$ cat src/rtl/tl_qos_arbiter_pkg.sv
// Shared TileLink-UL definitions for the QoS arbiter: opcodes, FSM states and beat math.
package tl_qos_arbiter_pkg;

    typedef enum logic [2:0] {
        PUT_FULL_DATA    = 3'd0,
        PUT_PARTIAL_DATA = 3'd1,
        GET              = 3'd4
    } tl_a_op_e;

    typedef enum logic [2:0] {
        ACCESS_ACK      = 3'd0,
        ACCESS_ACK_DATA = 3'd1
    } tl_d_op_e;

    typedef enum logic {
        IDLE  = 1'b0,
        BURST = 1'b1
    } arb_state_e;

    localparam int BEAT_CNT_W = 8;

    // Only Put messages carry data beats; everything else is a single-beat request.
    function automatic logic [BEAT_CNT_W-1:0] beat_count(input logic [2:0] opcode,
                                                         input logic [2:0] size,
                                                         input int bytes_per_beat);
        int beats;
        if (opcode != PUT_FULL_DATA && opcode != PUT_PARTIAL_DATA) begin
            return BEAT_CNT_W'(1);
        end
        beats = (1 << size) / bytes_per_beat;
        if (beats < 1) begin
            beats = 1;
        end
        return BEAT_CNT_W'(beats);
    endfunction

endpackage

$ cat src/rtl/tl_qos_arbiter_if.sv
// Bundle of N packed TileLink-UL links (A and D channels); N=2 for requesters, N=1 for memory.
interface tl_qos_arbiter_if #(
    parameter int N  = 2,
    parameter int DW = 32,
    parameter int AW = 32,
    parameter int SW = 1
);
    logic [N-1:0][2:0]      a_opcode;
    logic [N-1:0][2:0]      a_param;
    logic [N-1:0][2:0]      a_size;
    logic [N-1:0][SW-1:0]   a_source;
    logic [N-1:0][AW-1:0]   a_address;
    logic [N-1:0][DW/8-1:0] a_mask;
    logic [N-1:0][DW-1:0]   a_data;
    logic [N-1:0]           a_corrupt;
    logic [N-1:0]           a_valid;
    logic [N-1:0]           a_ready;

    logic [N-1:0][2:0]      d_opcode;
    logic [N-1:0][1:0]      d_param;
    logic [N-1:0][2:0]      d_size;
    logic [N-1:0][SW-1:0]   d_source;
    logic [N-1:0]           d_denied;
    logic [N-1:0]           d_corrupt;
    logic [N-1:0][DW-1:0]   d_data;
    logic [N-1:0]           d_valid;
    logic [N-1:0]           d_ready;

    modport master (
        output a_opcode, a_param, a_size, a_source, a_address, a_mask, a_data, a_corrupt, a_valid,
        input  a_ready,
        input  d_opcode, d_param, d_size, d_source, d_denied, d_corrupt, d_data, d_valid,
        output d_ready
    );

    modport slave (
        input  a_opcode, a_param, a_size, a_source, a_address, a_mask, a_data, a_corrupt, a_valid,
        output a_ready,
        output d_opcode, d_param, d_size, d_source, d_denied, d_corrupt, d_data, d_valid,
        input  d_ready
    );

endinterface

$ cat src/rtl/tl_beat_counter.sv
// Remaining-beat counter for a locked multi-beat A message; 'last' flags the final beat.
module tl_beat_counter #(
    parameter int W = 8
) (
    input  logic         clk,
    input  logic         rst,
    input  logic         load,
    input  logic [W-1:0] load_val,
    input  logic         dec,
    output logic         last
);
    logic [W-1:0] beats_left;

    always_ff @(posedge clk or posedge rst) begin
        if (rst) begin
            beats_left <= '0;
        end else if (load) begin
            beats_left <= load_val;
        end else if (dec && beats_left != '0) begin
            beats_left <= beats_left - 1'b1;
        end
    end

    assign last = (beats_left == W'(1));

endmodule

$ cat src/rtl/tl_qos_arbiter.sv
// Two-requester TileLink-UL arbiter with fixed priority, starvation override and burst locking.
module tl_qos_arbiter
    import tl_qos_arbiter_pkg::*;
#(
    parameter int TL_DW        = 32,
    parameter int TL_AW        = 32,
    parameter int TL_SW        = 1,
    parameter int STARVE_LIMIT = 8
) (
    input  logic              clk,
    input  logic              rst,
    tl_qos_arbiter_if.slave   req,
    tl_qos_arbiter_if.master  mem,
    output logic [1:0]        grant_o
);
    localparam int BYTES_PER_BEAT = TL_DW / 8;

    arb_state_e            state_q, state_d;
    logic                  lock_q, lock_d;
    logic                  hold_q, hold_idx_q;
    logic                  win_idx, sel_idx;
    logic                  hs, load, dec, last, d_idx;
    logic [3:0]            starve_cnt;
    logic [BEAT_CNT_W-1:0] beats;

    // A stalled winner keeps the grant; otherwise requester 0 wins unless requester 1 is starved.
    always_comb begin
        win_idx = req.a_valid[1] & (~req.a_valid[0] | (starve_cnt == 4'(STARVE_LIMIT)));
        if (hold_q && req.a_valid[hold_idx_q]) begin
            win_idx = hold_idx_q;
        end
        sel_idx = (state_q == BURST) ? lock_q : win_idx;
        grant_o = 2'b00;
        if (!rst) begin
            if (state_q == BURST) begin
                grant_o = lock_q ? 2'b10 : 2'b01;
            end else if (|req.a_valid) begin
                grant_o = win_idx ? 2'b10 : 2'b01;
            end
        end
    end

    assign mem.a_valid[0]   = |(grant_o & req.a_valid);
    assign req.a_ready      = grant_o & {2{mem.a_ready[0]}};
    assign hs               = mem.a_valid[0] & mem.a_ready[0];
    assign mem.a_opcode[0]  = req.a_opcode[sel_idx];
    assign mem.a_param[0]   = req.a_param[sel_idx];
    assign mem.a_size[0]    = req.a_size[sel_idx];
    assign mem.a_source[0]  = {sel_idx, req.a_source[sel_idx]};
    assign mem.a_address[0] = TL_AW'(req.a_address[sel_idx]);
    assign mem.a_mask[0]    = req.a_mask[sel_idx];
    assign mem.a_data[0]    = TL_DW'(req.a_data[sel_idx]);
    assign mem.a_corrupt[0] = req.a_corrupt[sel_idx];
    assign beats            = beat_count(req.a_opcode[sel_idx], req.a_size[sel_idx], BYTES_PER_BEAT);

    always_comb begin
        state_d = state_q;
        lock_d  = lock_q;
        load    = 1'b0;
        dec     = 1'b0;
        case (state_q)
            IDLE: begin
                if (hs && beats > BEAT_CNT_W'(1)) begin
                    state_d = BURST;
                    lock_d  = sel_idx;
                    load    = 1'b1;
                end
            end
            BURST: begin
                if (hs) begin
                    dec = 1'b1;
                    if (last) begin
                        state_d = IDLE;
                    end
                end
            end
            default: state_d = IDLE;
        endcase
    end

    tl_beat_counter #(.W(BEAT_CNT_W)) u_beat_counter (
        .clk      (clk),
        .rst      (rst),
        .load     (load),
        .load_val (beats - 1'b1),
        .dec      (dec),
        .last     (last)
    );

    always_ff @(posedge clk or posedge rst) begin
        if (rst) begin
            state_q    <= IDLE;
            lock_q     <= 1'b0;
            hold_q     <= 1'b0;
            hold_idx_q <= 1'b0;
            starve_cnt <= 4'd0;
        end else begin
            state_q    <= state_d;
            lock_q     <= lock_d;
            hold_q     <= (state_q == IDLE) && mem.a_valid[0] && !mem.a_ready[0];
            hold_idx_q <= sel_idx;
            if (hs && grant_o[1]) begin
                starve_cnt <= 4'd0;
            end else if (req.a_valid[1] && !grant_o[1] && starve_cnt != 4'hF) begin
                starve_cnt <= starve_cnt + 4'd1;
            end
        end
    end

    // D responses are steered purely by the index bit that was prepended to the source on A.
    always_comb begin
        d_idx = mem.d_source[0][TL_SW];
        for (int i = 0; i < 2; i++) begin
            req.d_opcode[i]  = mem.d_opcode[0];
            req.d_param[i]   = mem.d_param[0];
            req.d_size[i]    = mem.d_size[0];
            req.d_source[i]  = mem.d_source[0][TL_SW-1:0];
            req.d_denied[i]  = mem.d_denied[0];
            req.d_corrupt[i] = mem.d_corrupt[0];
            req.d_data[i]    = mem.d_data[0];
            req.d_valid[i]   = mem.d_valid[0] && (d_idx == 1'(i));
        end
        mem.d_ready[0] = req.d_ready[d_idx];
    end

endmodule

$ cat src/flat_wrapper.sv
// flat-port wrapper written by rule: the top's interface ports become plain ports
module tl_qos_arbiter_flat import tl_qos_arbiter_pkg::*;
#(
    parameter int TL_DW        = 32,
    parameter int TL_AW        = 32,
    parameter int TL_SW        = 1,
    parameter int STARVE_LIMIT = 8
)
  (clk, rst, grant_o, req_a_opcode, req_a_param, req_a_size, req_a_source, req_a_address, req_a_mask, req_a_data, req_a_corrupt, req_a_valid, req_a_ready, req_d_opcode, req_d_param, req_d_size, req_d_source, req_d_denied, req_d_corrupt, req_d_data, req_d_valid, req_d_ready, mem_a_opcode, mem_a_param, mem_a_size, mem_a_source, mem_a_address, mem_a_mask, mem_a_data, mem_a_corrupt, mem_a_valid, mem_a_ready, mem_d_opcode, mem_d_param, mem_d_size, mem_d_source, mem_d_denied, mem_d_corrupt, mem_d_data, mem_d_valid, mem_d_ready);
  tl_qos_arbiter_if #(.N(2), .DW((32)), .AW((32)), .SW((1))) req_i ();
  tl_qos_arbiter_if #(.N(1), .DW((32)), .AW((32)), .SW((1) + 1)) mem_i ();
  input  logic clk;
  input  logic rst;
  output logic [1:0] grant_o;
  input wire logic [$bits(req_i.a_opcode)-1:0] req_a_opcode;
  input wire logic [$bits(req_i.a_param)-1:0] req_a_param;
  input wire logic [$bits(req_i.a_size)-1:0] req_a_size;
  input wire logic [$bits(req_i.a_source)-1:0] req_a_source;
  input wire logic [$bits(req_i.a_address)-1:0] req_a_address;
  input wire logic [$bits(req_i.a_mask)-1:0] req_a_mask;
  input wire logic [$bits(req_i.a_data)-1:0] req_a_data;
  input wire logic [$bits(req_i.a_corrupt)-1:0] req_a_corrupt;
  input wire logic [$bits(req_i.a_valid)-1:0] req_a_valid;
  output wire logic [$bits(req_i.a_ready)-1:0] req_a_ready;
  output wire logic [$bits(req_i.d_opcode)-1:0] req_d_opcode;
  output wire logic [$bits(req_i.d_param)-1:0] req_d_param;
  output wire logic [$bits(req_i.d_size)-1:0] req_d_size;
  output wire logic [$bits(req_i.d_source)-1:0] req_d_source;
  output wire logic [$bits(req_i.d_denied)-1:0] req_d_denied;
  output wire logic [$bits(req_i.d_corrupt)-1:0] req_d_corrupt;
  output wire logic [$bits(req_i.d_data)-1:0] req_d_data;
  output wire logic [$bits(req_i.d_valid)-1:0] req_d_valid;
  input wire logic [$bits(req_i.d_ready)-1:0] req_d_ready;
  output wire logic [$bits(mem_i.a_opcode)-1:0] mem_a_opcode;
  output wire logic [$bits(mem_i.a_param)-1:0] mem_a_param;
  output wire logic [$bits(mem_i.a_size)-1:0] mem_a_size;
  output wire logic [$bits(mem_i.a_source)-1:0] mem_a_source;
  output wire logic [$bits(mem_i.a_address)-1:0] mem_a_address;
  output wire logic [$bits(mem_i.a_mask)-1:0] mem_a_mask;
  output wire logic [$bits(mem_i.a_data)-1:0] mem_a_data;
  output wire logic [$bits(mem_i.a_corrupt)-1:0] mem_a_corrupt;
  output wire logic [$bits(mem_i.a_valid)-1:0] mem_a_valid;
  input wire logic [$bits(mem_i.a_ready)-1:0] mem_a_ready;
  input wire logic [$bits(mem_i.d_opcode)-1:0] mem_d_opcode;
  input wire logic [$bits(mem_i.d_param)-1:0] mem_d_param;
  input wire logic [$bits(mem_i.d_size)-1:0] mem_d_size;
  input wire logic [$bits(mem_i.d_source)-1:0] mem_d_source;
  input wire logic [$bits(mem_i.d_denied)-1:0] mem_d_denied;
  input wire logic [$bits(mem_i.d_corrupt)-1:0] mem_d_corrupt;
  input wire logic [$bits(mem_i.d_data)-1:0] mem_d_data;
  input wire logic [$bits(mem_i.d_valid)-1:0] mem_d_valid;
  output wire logic [$bits(mem_i.d_ready)-1:0] mem_d_ready;
  assign req_i.a_opcode = req_a_opcode;
  assign req_i.a_param = req_a_param;
  assign req_i.a_size = req_a_size;
  assign req_i.a_source = req_a_source;
  assign req_i.a_address = req_a_address;
  assign req_i.a_mask = req_a_mask;
  assign req_i.a_data = req_a_data;
  assign req_i.a_corrupt = req_a_corrupt;
  assign req_i.a_valid = req_a_valid;
  assign req_a_ready = req_i.a_ready;
  assign req_d_opcode = req_i.d_opcode;
  assign req_d_param = req_i.d_param;
  assign req_d_size = req_i.d_size;
  assign req_d_source = req_i.d_source;
  assign req_d_denied = req_i.d_denied;
  assign req_d_corrupt = req_i.d_corrupt;
  assign req_d_data = req_i.d_data;
  assign req_d_valid = req_i.d_valid;
  assign req_i.d_ready = req_d_ready;
  assign mem_a_opcode = mem_i.a_opcode;
  assign mem_a_param = mem_i.a_param;
  assign mem_a_size = mem_i.a_size;
  assign mem_a_source = mem_i.a_source;
  assign mem_a_address = mem_i.a_address;
  assign mem_a_mask = mem_i.a_mask;
  assign mem_a_data = mem_i.a_data;
  assign mem_a_corrupt = mem_i.a_corrupt;
  assign mem_a_valid = mem_i.a_valid;
  assign mem_i.a_ready = mem_a_ready;
  assign mem_i.d_opcode = mem_d_opcode;
  assign mem_i.d_param = mem_d_param;
  assign mem_i.d_size = mem_d_size;
  assign mem_i.d_source = mem_d_source;
  assign mem_i.d_denied = mem_d_denied;
  assign mem_i.d_corrupt = mem_d_corrupt;
  assign mem_i.d_data = mem_d_data;
  assign mem_i.d_valid = mem_d_valid;
  assign mem_d_ready = mem_i.d_ready;
  tl_qos_arbiter #(.TL_DW(TL_DW), .TL_AW(TL_AW), .TL_SW(TL_SW), .STARVE_LIMIT(STARVE_LIMIT)) u_core (.clk(clk), .rst(rst), .req(req_i), .mem(mem_i), .grant_o(grant_o));
endmodule
$ cat config.mk
export PLATFORM = sky130hd
export DESIGN_NAME = tl_qos_arbiter_flat
export DESIGN_NICKNAME = d
export VERILOG_FILES = /design/src/rtl/tl_qos_arbiter_pkg.sv /design/src/rtl/tl_qos_arbiter_if.sv /design/src/rtl/tl_beat_counter.sv /design/src/rtl/tl_qos_arbiter.sv /design/src/flat_wrapper.sv
export SDC_FILE = /design/constraint.sdc
export NUM_CORES = 1
export LEC_CHECK = 0
export ABC_AREA = 1
export BUFFER_PORTS_ARGS = -buffer_cell sky130_fd_sc_hd__clkbuf_2
export CAP_MARGIN = 20
export CORE_AREA = 2 2 148 150
export CTS_CLUSTER_DIAMETER = 150
export DETAILED_ROUTE_END_ITERATION = 8
export DIE_AREA = 0 0 150 152
export PLACE_DENSITY = 0.48
export SLEW_MARGIN = 25
export SYNTH_ARGS = -nofsm -noshare
export SYNTH_HDL_FRONTEND = slang
export SYNTH_SLANG_ARGS = --single-unit
export TNS_END_PERCENT = 20
$ cat constraint.sdc
create_clock -name clk -period 3.5 [get_ports clk]
set_input_delay 0.175 -clock clk [delete_from_list [all_inputs] [get_ports clk]]
set_output_delay 0.175 -clock clk [all_outputs]
set_load 0.02 [all_outputs]
==> impl_metrics.json, run 1 <==
{
  "status": "completed",
  "grt_max_degree": 78,
  "hold_viol": 0,
  "h-tree-depth": 1,
  "viasPerCell": 3.60,
  "path_cells": "inv_1 -> ha_1 -> nand2_1 -> inv_1 -> nand2_1 -> nand2_1 -> nand2_1 -> nand2_2 -> nand2_4 -> nand2_1 -> nand2_2 -> nand2_1 -> nor2_1 -> nand3_1 -> ha_1 -> or2_2 -> nand2_2 -> nand3_4 -> nand2_1 -> inv_1 -> nand2_1 -> nand3_1",
  "required_ns": 3.63,
  "worst_path_largest_cell_delay_ns": 0.37,
  "wl_per_cell_microns": 11.4,
  "die_w_microns": 150,
  "core_area_sq_um": 21400,
  "cts_root_buffer": "clkbuf_16",
  "yosys_warnings": 0,
  "netlist_instances": 522,
  "synth_simple_gate_area_share_pct": 46.9,
  "max_freq_mhz": 339,
  "pre_cts_ws_ns": 0.526,
  "ant_nets": 0,
  "worst_path_most_repeated_cell": "nand2_1",
  "crit_arrival_ns": 3.07,
  "synthAdderAreaFrac_pct": 3.02,
  "area_growth_pct": 34.1,
  "start_util_pct": 13.6,
  "dr.pass1.iters": 4,
  "irDropWorstVdd_mv": 0.313,
  "crit_slowest_cell": "dfrtp_1",
  "port_buffers": 254,
  "yosysUniqueCellTypes": 29,
  "power_leakage_nw": 2.52,
  "cts_setup_buffers": 0,
  "cp-start-kind": "flip-flop",
  "rows": 54,
  "p_per_area_nw_per_um2": 806,
  "ioPinCount": 384,
  "drive_gt1_share_pct": 41.2,
  "drv_cap": 0,
  "synth_top_family_by_area": "simple AND/OR/NAND/NOR gates",
  "reg2reg_slack_ns": 0.55,
  "final_common_cell": "nand2_1",
  "cpLargestDelayFamily": "simple AND/OR/NAND/NOR gates",
  "clock_path_buffers": 2,
  "fin_nets": 897,
  "cts_sinks": 16,
  "grt_pass1_wl_mm": 17.3,
  "drtIter0Drc": 85,
  "gp_congestion": 0.784,
  "fin_crit_ns": 2.95,
  "clock_latency_ns": 0.24,
  "grt_util_all_layers_pct": 9.35,
  "max_slew.worst_pin.slew_ns": 0.798,
  "synth_seq_cells": 16,
  "hold_path_class": "input port to flip-flop",
  "drv_slew": 0,
  "num_vias": 3458,
  "setup_viol": 0,
  "synth_compound_area_share_pct": 2.46,
  "n_fill_cell": 2563,
  "grt_pass1_vias": 3455,
  "period_share_pct": 84.2,
  "worst_setup_path_end_kind": "flip-flop",
  "grt.overflow.total": 0,
  "syn_avg_cell_area_sq_um": 5.56,
  "clk_pin_slew_ns": 0.05,
  "slew_headroom_pct": 46.8,
  "finalClockSkew_ns": 0.00253,
  "synth-xor-area-share_pct": 2.11,
  "tritoncts": "built",
  "place_hpwl_mm": 9.51,
  "rsz0062_at_grt": "false",
  "mostFrequentLayoutCells": "nand2_1, clkbuf_2, inv_1",
  "syn_nets": 739,
  "fin_tns_setup_ns": 0,
  "worst_slack_ns": 0.553,
  "synth_mux_area_share_pct": 0.388,
  "worst-setup-path-type": "flip-flop to flip-flop",
  "syn_area_sq_um": 2900,
  "ys_seq_area_share_pct": 13.8,
  "post-route-drc-count": 0,
  "cp_max_fo": 14,
  "die_y_microns": 152,
  "cts_made_buffers": 3,
  "routed_wl_mm": 10.9,
  "critPathBufInv": 3,
  "die-area_sq_um": 22800,
  "antenna_found_initial": 1
}
## final cells by class
type                    count  area, sq um  area share (%)
repair buffers            259         1310            33.7
multi-input cells         361         1590            40.9
diodes                      1         2.50          0.0643
inverters                  39          146            3.76
flip-flops and latches     16          400            10.3
clock buffers               4         88.8            2.28
well taps                 280          350            9.00
## Yosys cell counts (all sizes together)
cell	n	area share (%)
nand2	278	37
a31oi	1	0.22
inv	39	5.0
xor2	5	1.5
ha	7	3.0
or2	4	0.86
dfrtp	16	14
buf	102	26
nor2	20	2.6
clkbuf	4	0.52
a21oi	3	0.52
nand3	21	4.2
nand3b	2	0.52
xnor2	2	0.60
o21ai	10	1.7
nor3	4	0.86
mux2	1	0.39
nand4	3	0.65
## state kept, by name, indices dropped and copies added, names as in the netlist
name,count
u_core.lock_q,1
u_core.hold_idx_q,1
u_core.hold_q,1
u_core.u_beat_counter.beats_left,8
u_core.starve_cnt,4
u_core.state_q,1
## stage by stage
stage               area, sq um  std cells  util, %  hold slack, ns  power (mW)
floorplan                  2900        522        -           0.122        2.26
finish                     3890        960     18.2           0.127        3.14
global route               3890        960     18.2           0.135        3.49
CTS                        3890        959     18.2           0.126        3.21
global placement           3790        954     17.8           0.195        2.96
detailed placement         3790        954     17.8           0.191        2.94
## power by group
part / total, mW / internal (mW) / switching [mW]
sequential: 0.339 / 0.268 / 0.0717
clock: 0.247 / 0.174 / 0.0729
combinational: 2.55 / 0.780 / 1.77
## final timing paths
| path | startpoint | endpoint | depth (start not counted) |
|---|---|---|---|
| max | u_core.starve_cnt[0]$_DFFE_PP0P_ | u_core.u_beat_counter.beats_left[1]$_DFFE_PP0P_ | 22 |
| min | mem_a_ready | u_core.hold_q$_DFF_PP0_ | 2 |
| max reg2reg | u_core.starve_cnt[0]$_DFFE_PP0P_ | u_core.u_beat_counter.beats_left[1]$_DFFE_PP0P_ | 22 |
| min reg2reg | u_core.lock_q$_DFFE_PP0P_ | u_core.lock_q$_DFFE_PP0P_ | 2 |
| max in group asynchronous | rst | u_core.u_beat_counter.beats_left[6]$_DFFE_PP0P_ | 4 |
| min in group asynchronous | rst | u_core.hold_q$_DFF_PP0_ | 4 |
## what timing repair did
| action | 4_1_cts | 5_1_grt |
|---|---|---|
| setup endpoints to repair | 0 | 0 |
| hold buffers | 1 | 0 |
| hold endpoints to repair | 16 | 0 |
| resized for setup | 0 | 0 |
## cells by family (layout without fill, tap and decap cells)
family,Yosys count,count (layout)
flops,16,16
simple gates,332,332
buf+inv,145,302
fa+ha+maj,7,7
xor+xnor,7,7
other cells,0,1
mux,1,1
compound gates,14,14
## routing by layer
layer / GRT usage, % / wire length [microns] / share of wire (%) / vias to the layer above
li1: - / - / - / 1792
met1: 10.4 / 4220 / 39 / 1478
met2: 17.9 / 5710 / 52 / 184
met3: 2.70 / 986 / 9.0 / 4
met4: 0.988 / 22 / 0.20 / 0
met5: 0 / 0 / 0 / -
Note: power is estimated with default switching activity, not from simulation.
==> run 2, diff against run 1 <==
--- a/config.mk
+++ b/config.mk
@@ -8,10 +8,10 @@
 export ABC_AREA = 1
 export BUFFER_PORTS_ARGS = -buffer_cell sky130_fd_sc_hd__clkbuf_2
 export CAP_MARGIN = 20
-export CORE_AREA = 2 2 148 150
+export CORE_AREA = 2 2 150 152
 export CTS_CLUSTER_DIAMETER = 150
 export DETAILED_ROUTE_END_ITERATION = 8
-export DIE_AREA = 0 0 150 152
+export DIE_AREA = 0 0 152 154
 export PLACE_DENSITY = 0.48
 export SLEW_MARGIN = 25
 export SYNTH_ARGS = -nofsm -noshare
==> constraint.sdc (replaced) <==
create_clock -name clk -period 2.6 [get_ports clk]
set_input_delay 0.13 -clock clk [delete_from_list [all_inputs] [get_ports clk]]
set_output_delay 0.13 -clock clk [all_outputs]
set_load 0.02 [all_outputs]
==> run 2 against run 1 <==
Effect of this change:
- sequential power is 33% higher
- global-route usage rose by 0.60 points
- utilization grew 1.8 points
- clock skew is essentially flat
- first-iteration DRC count grew 4.7%
- flip-flop and latch count unchanged
- maximum frequency increased by 14%
- combinational power up 62%
- die area grew 2.7%
- critical endpoint is now u_core.u_beat_counter.beats_left[7]$_DFFE_PP0P_
- largest cell class unchanged
- highest routed layer unchanged
==> impl_metrics.json, run 2 (synthesized netlist as in run 1, its figures left out) <==
{
  "rows": 54,
  "mostFrequentLayoutCells": "nand2_1, clkbuf_2, buf_4",
  "gp_congestion": 0.769,
  "critPathLaunch": "u_core.starve_cnt[0]$_DFFE_PP0P_",
  "slew_headroom_pct": 69.3,
  "regMostFlops": "u_core.u_beat_counter.beats_left",
  "dpl_cell_area_sq_um": 4030,
  "ant_nets": 0,
  "ioPinCount": 384,
  "p_clk_share_pct": 6.8,
  "reg2reg_from": "u_core.starve_cnt[0]$_DFFE_PP0P_",
  "fin_crit_ns": 2.58,
  "die_w_microns": 152,
  "status": "completed",
  "area_growth_pct": 49.7,
  "wl_per_cell_microns": 12.7,
  "drv_slew": 0,
  "fin_nets": 935,
  "antenna_found_initial": 0,
  "num_vias": 3600,
  "crit_slowest_cell": "dfrtp_1",
  "worst_path_largest_cell_delay_ns": 0.38,
  "largest_reg_flops": 8,
  "dr.pass1.iters": 4,
  "grt_util_all_layers_pct": 9.95,
  "hold-worst-slack_ns": 0.0972,
  "endpoint": "u_core.u_beat_counter.beats_left[7]$_DFFE_PP0P_",
  "hold_viol": 0,
  "final-seq-area_sq_um": 400,
  "routed_wl_mm": 12.7,
  "path_cells": "inv_2 -> ha_4 -> nand2_1 -> inv_1 -> nand2_1 -> nand2_1 -> nand2_2 -> nand2_4 -> nand2_4 -> inv_4 -> nand2_4 -> nand2_4 -> nand2_2 -> o21ai_2 -> inv_2 -> ha_2 -> or2_4 -> nand2_4 -> nand3_4 -> buf_4 -> nand3_1 -> o21ai_0",
  "port_buffers": 254,
  "worst_setup_path_end_kind": "flip-flop",
  "cpLargestDelayFamily": "simple AND/OR/NAND/NOR gates",
  "irDropWorstVdd_mv": 0.391,
  "p_comb_share_pct": 84.0,
  "worst-setup-path-type": "flip-flop to flip-flop",
  "p_per_area_nw_per_um2": 1130,
  "reg2reg_slack_ns": 0.02,
  "whs_path_depth": 2,
  "power_leakage_nw": 2.75,
  "path_depth": 22,
  "tritoncts": "built",
  "reg2regPathDepth": 22,
  "cp-start-kind": "flip-flop",
  "clock_path_buffers": 2,
  "max_freq_mhz": 387,
  "drive_gt1_share_pct": 47.3,
  "hold_path_class": "input port to flip-flop",
  "critPathBufInv": 5,
  "post-route-drc-count": 0,
  "grt_pass1_vias": 3485,
  "place_hpwl_mm": 10.6,
  "period_share_pct": 99.3,
  "power.total_mw": 4.93,
  "required_ns": 2.73,
  "p_int_mw": 2.07,
  "cts_sinks": 16,
  "switching_share_pct": 58.0,
  "cts_root_buffer": "clkbuf_16",
  "start_util_pct": 13.4,
  "finalClockSkew_ns": 0.00276,
  "core_area_sq_um": 21700,
  "n_fill_cell": 2499,
  "cts_made_buffers": 3,
  "viasPerCell": 3.61,
  "grt_max_degree": 56,
  "seqPwrFrac_pct": 9.1,
  "clk_pin_slew_ns": 0.05,
  "cp_max_fo": 8,
  "reg_top3": "u_core.u_beat_counter.beats_left x8, u_core.starve_cnt x4",
  "drtIter0Drc": 89,
  "p_sw_mw": 2.86,
  "drv_cap": 0,
  "regToRegEndpoint": "u_core.u_beat_counter.beats_left[7]$_DFFE_PP0P_",
  "worst_path_most_repeated_cell": "nand2_4",
  "grt_pass1_wl_mm": 18.7,
  "multi_input_area_sq_um": 1710,
  "max_slew.worst_pin.slew_ns": 0.461,
  "antennaDiodeCount": 0,
  "final_common_cell": "nand2_1",
  "setup_viol": 0,
  "rsz0062_at_grt": "true",
  "design_area_sq_um": 4350,
  "die-area_sq_um": 23400,
  "h-tree-depth": 1,
  "clock_latency_ns": 0.25,
  "crit_arrival_ns": 2.71,
  "grt.overflow.total": 0,
  "die_y_microns": 154
}
[run 2: worst min path at each step]
| stage | startpoint | end | slack [ns] |
|---|---|---|---|
| after floorplan | rst | u_core.hold_idx_q$_DFF_PP0_ | 0.08 |
| after global placement | rst | u_core.hold_q$_DFF_PP0_ | 0.04 |
| after detailed placement | rst | u_core.hold_idx_q$_DFF_PP0_ | 0.06 |
| after CTS | mem_a_ready | u_core.hold_q$_DFF_PP0_ | 0.10 |
| after global routing | mem_a_ready | u_core.hold_q$_DFF_PP0_ | 0.12 |
| final | mem_a_ready | u_core.hold_q$_DFF_PP0_ | 0.1 |
[run 2: layer usage]
| layer | GRT usage (%) | vias to the layer above | wire length (microns) |
|---|---|---|---|
| met2 | 18.2 | 181 | 6230 |
| met4 | 1.34 | 0 | 67 |
| li1 | - | 1867 | - |
| met5 | 0 | - | 0 |
| met3 | 2.62 | 8 | 1020 |
| met1 | 12.0 | 1544 | 5360 |
[run 2: what timing repair did]
item	in CTS	in global routing
cloned	0	2
hold buffers	1	0
resized for setup	13	30
endpoints found under the hold margin	3	0
buffers inserted	0	6
setup endpoints to repair	48	51
pin swaps	1	8
[run 2: cell type report]
cell class                 count  share of cell area, %
tap                          280                   8.06
inverter                      39                   3.43
multi-input combinational    362                   39.4
clock buffer                   4                   2.04
timing repair buffer         296                   37.9
sequential                    16                   9.21
[run 2: power by group through the flow]
stage	registers, mW	logic (mW)	clock network [mW]
after floorplan	0.432	2.62	0
after global routing	0.470	4.56	0.357
after detailed placement	0.449	3.79	0
final	0.450	4.14	0.337
after global placement	0.450	3.79	0
after CTS	0.447	3.89	0.342
[run 2: metrics by stage]
step	setup WS [ns]	setup TNS, ns	cells	util (%)
floorplan	0.000713	0	522	-
detailed placement	-0.130	-1.01	984	18.6
CTS	-0.0592	-0.348	989	19.3
global placement	-0.0714	-0.494	984	18.6
finish	0.0172	0	997	20.0
global route	-0.192	-3.29	997	20.0
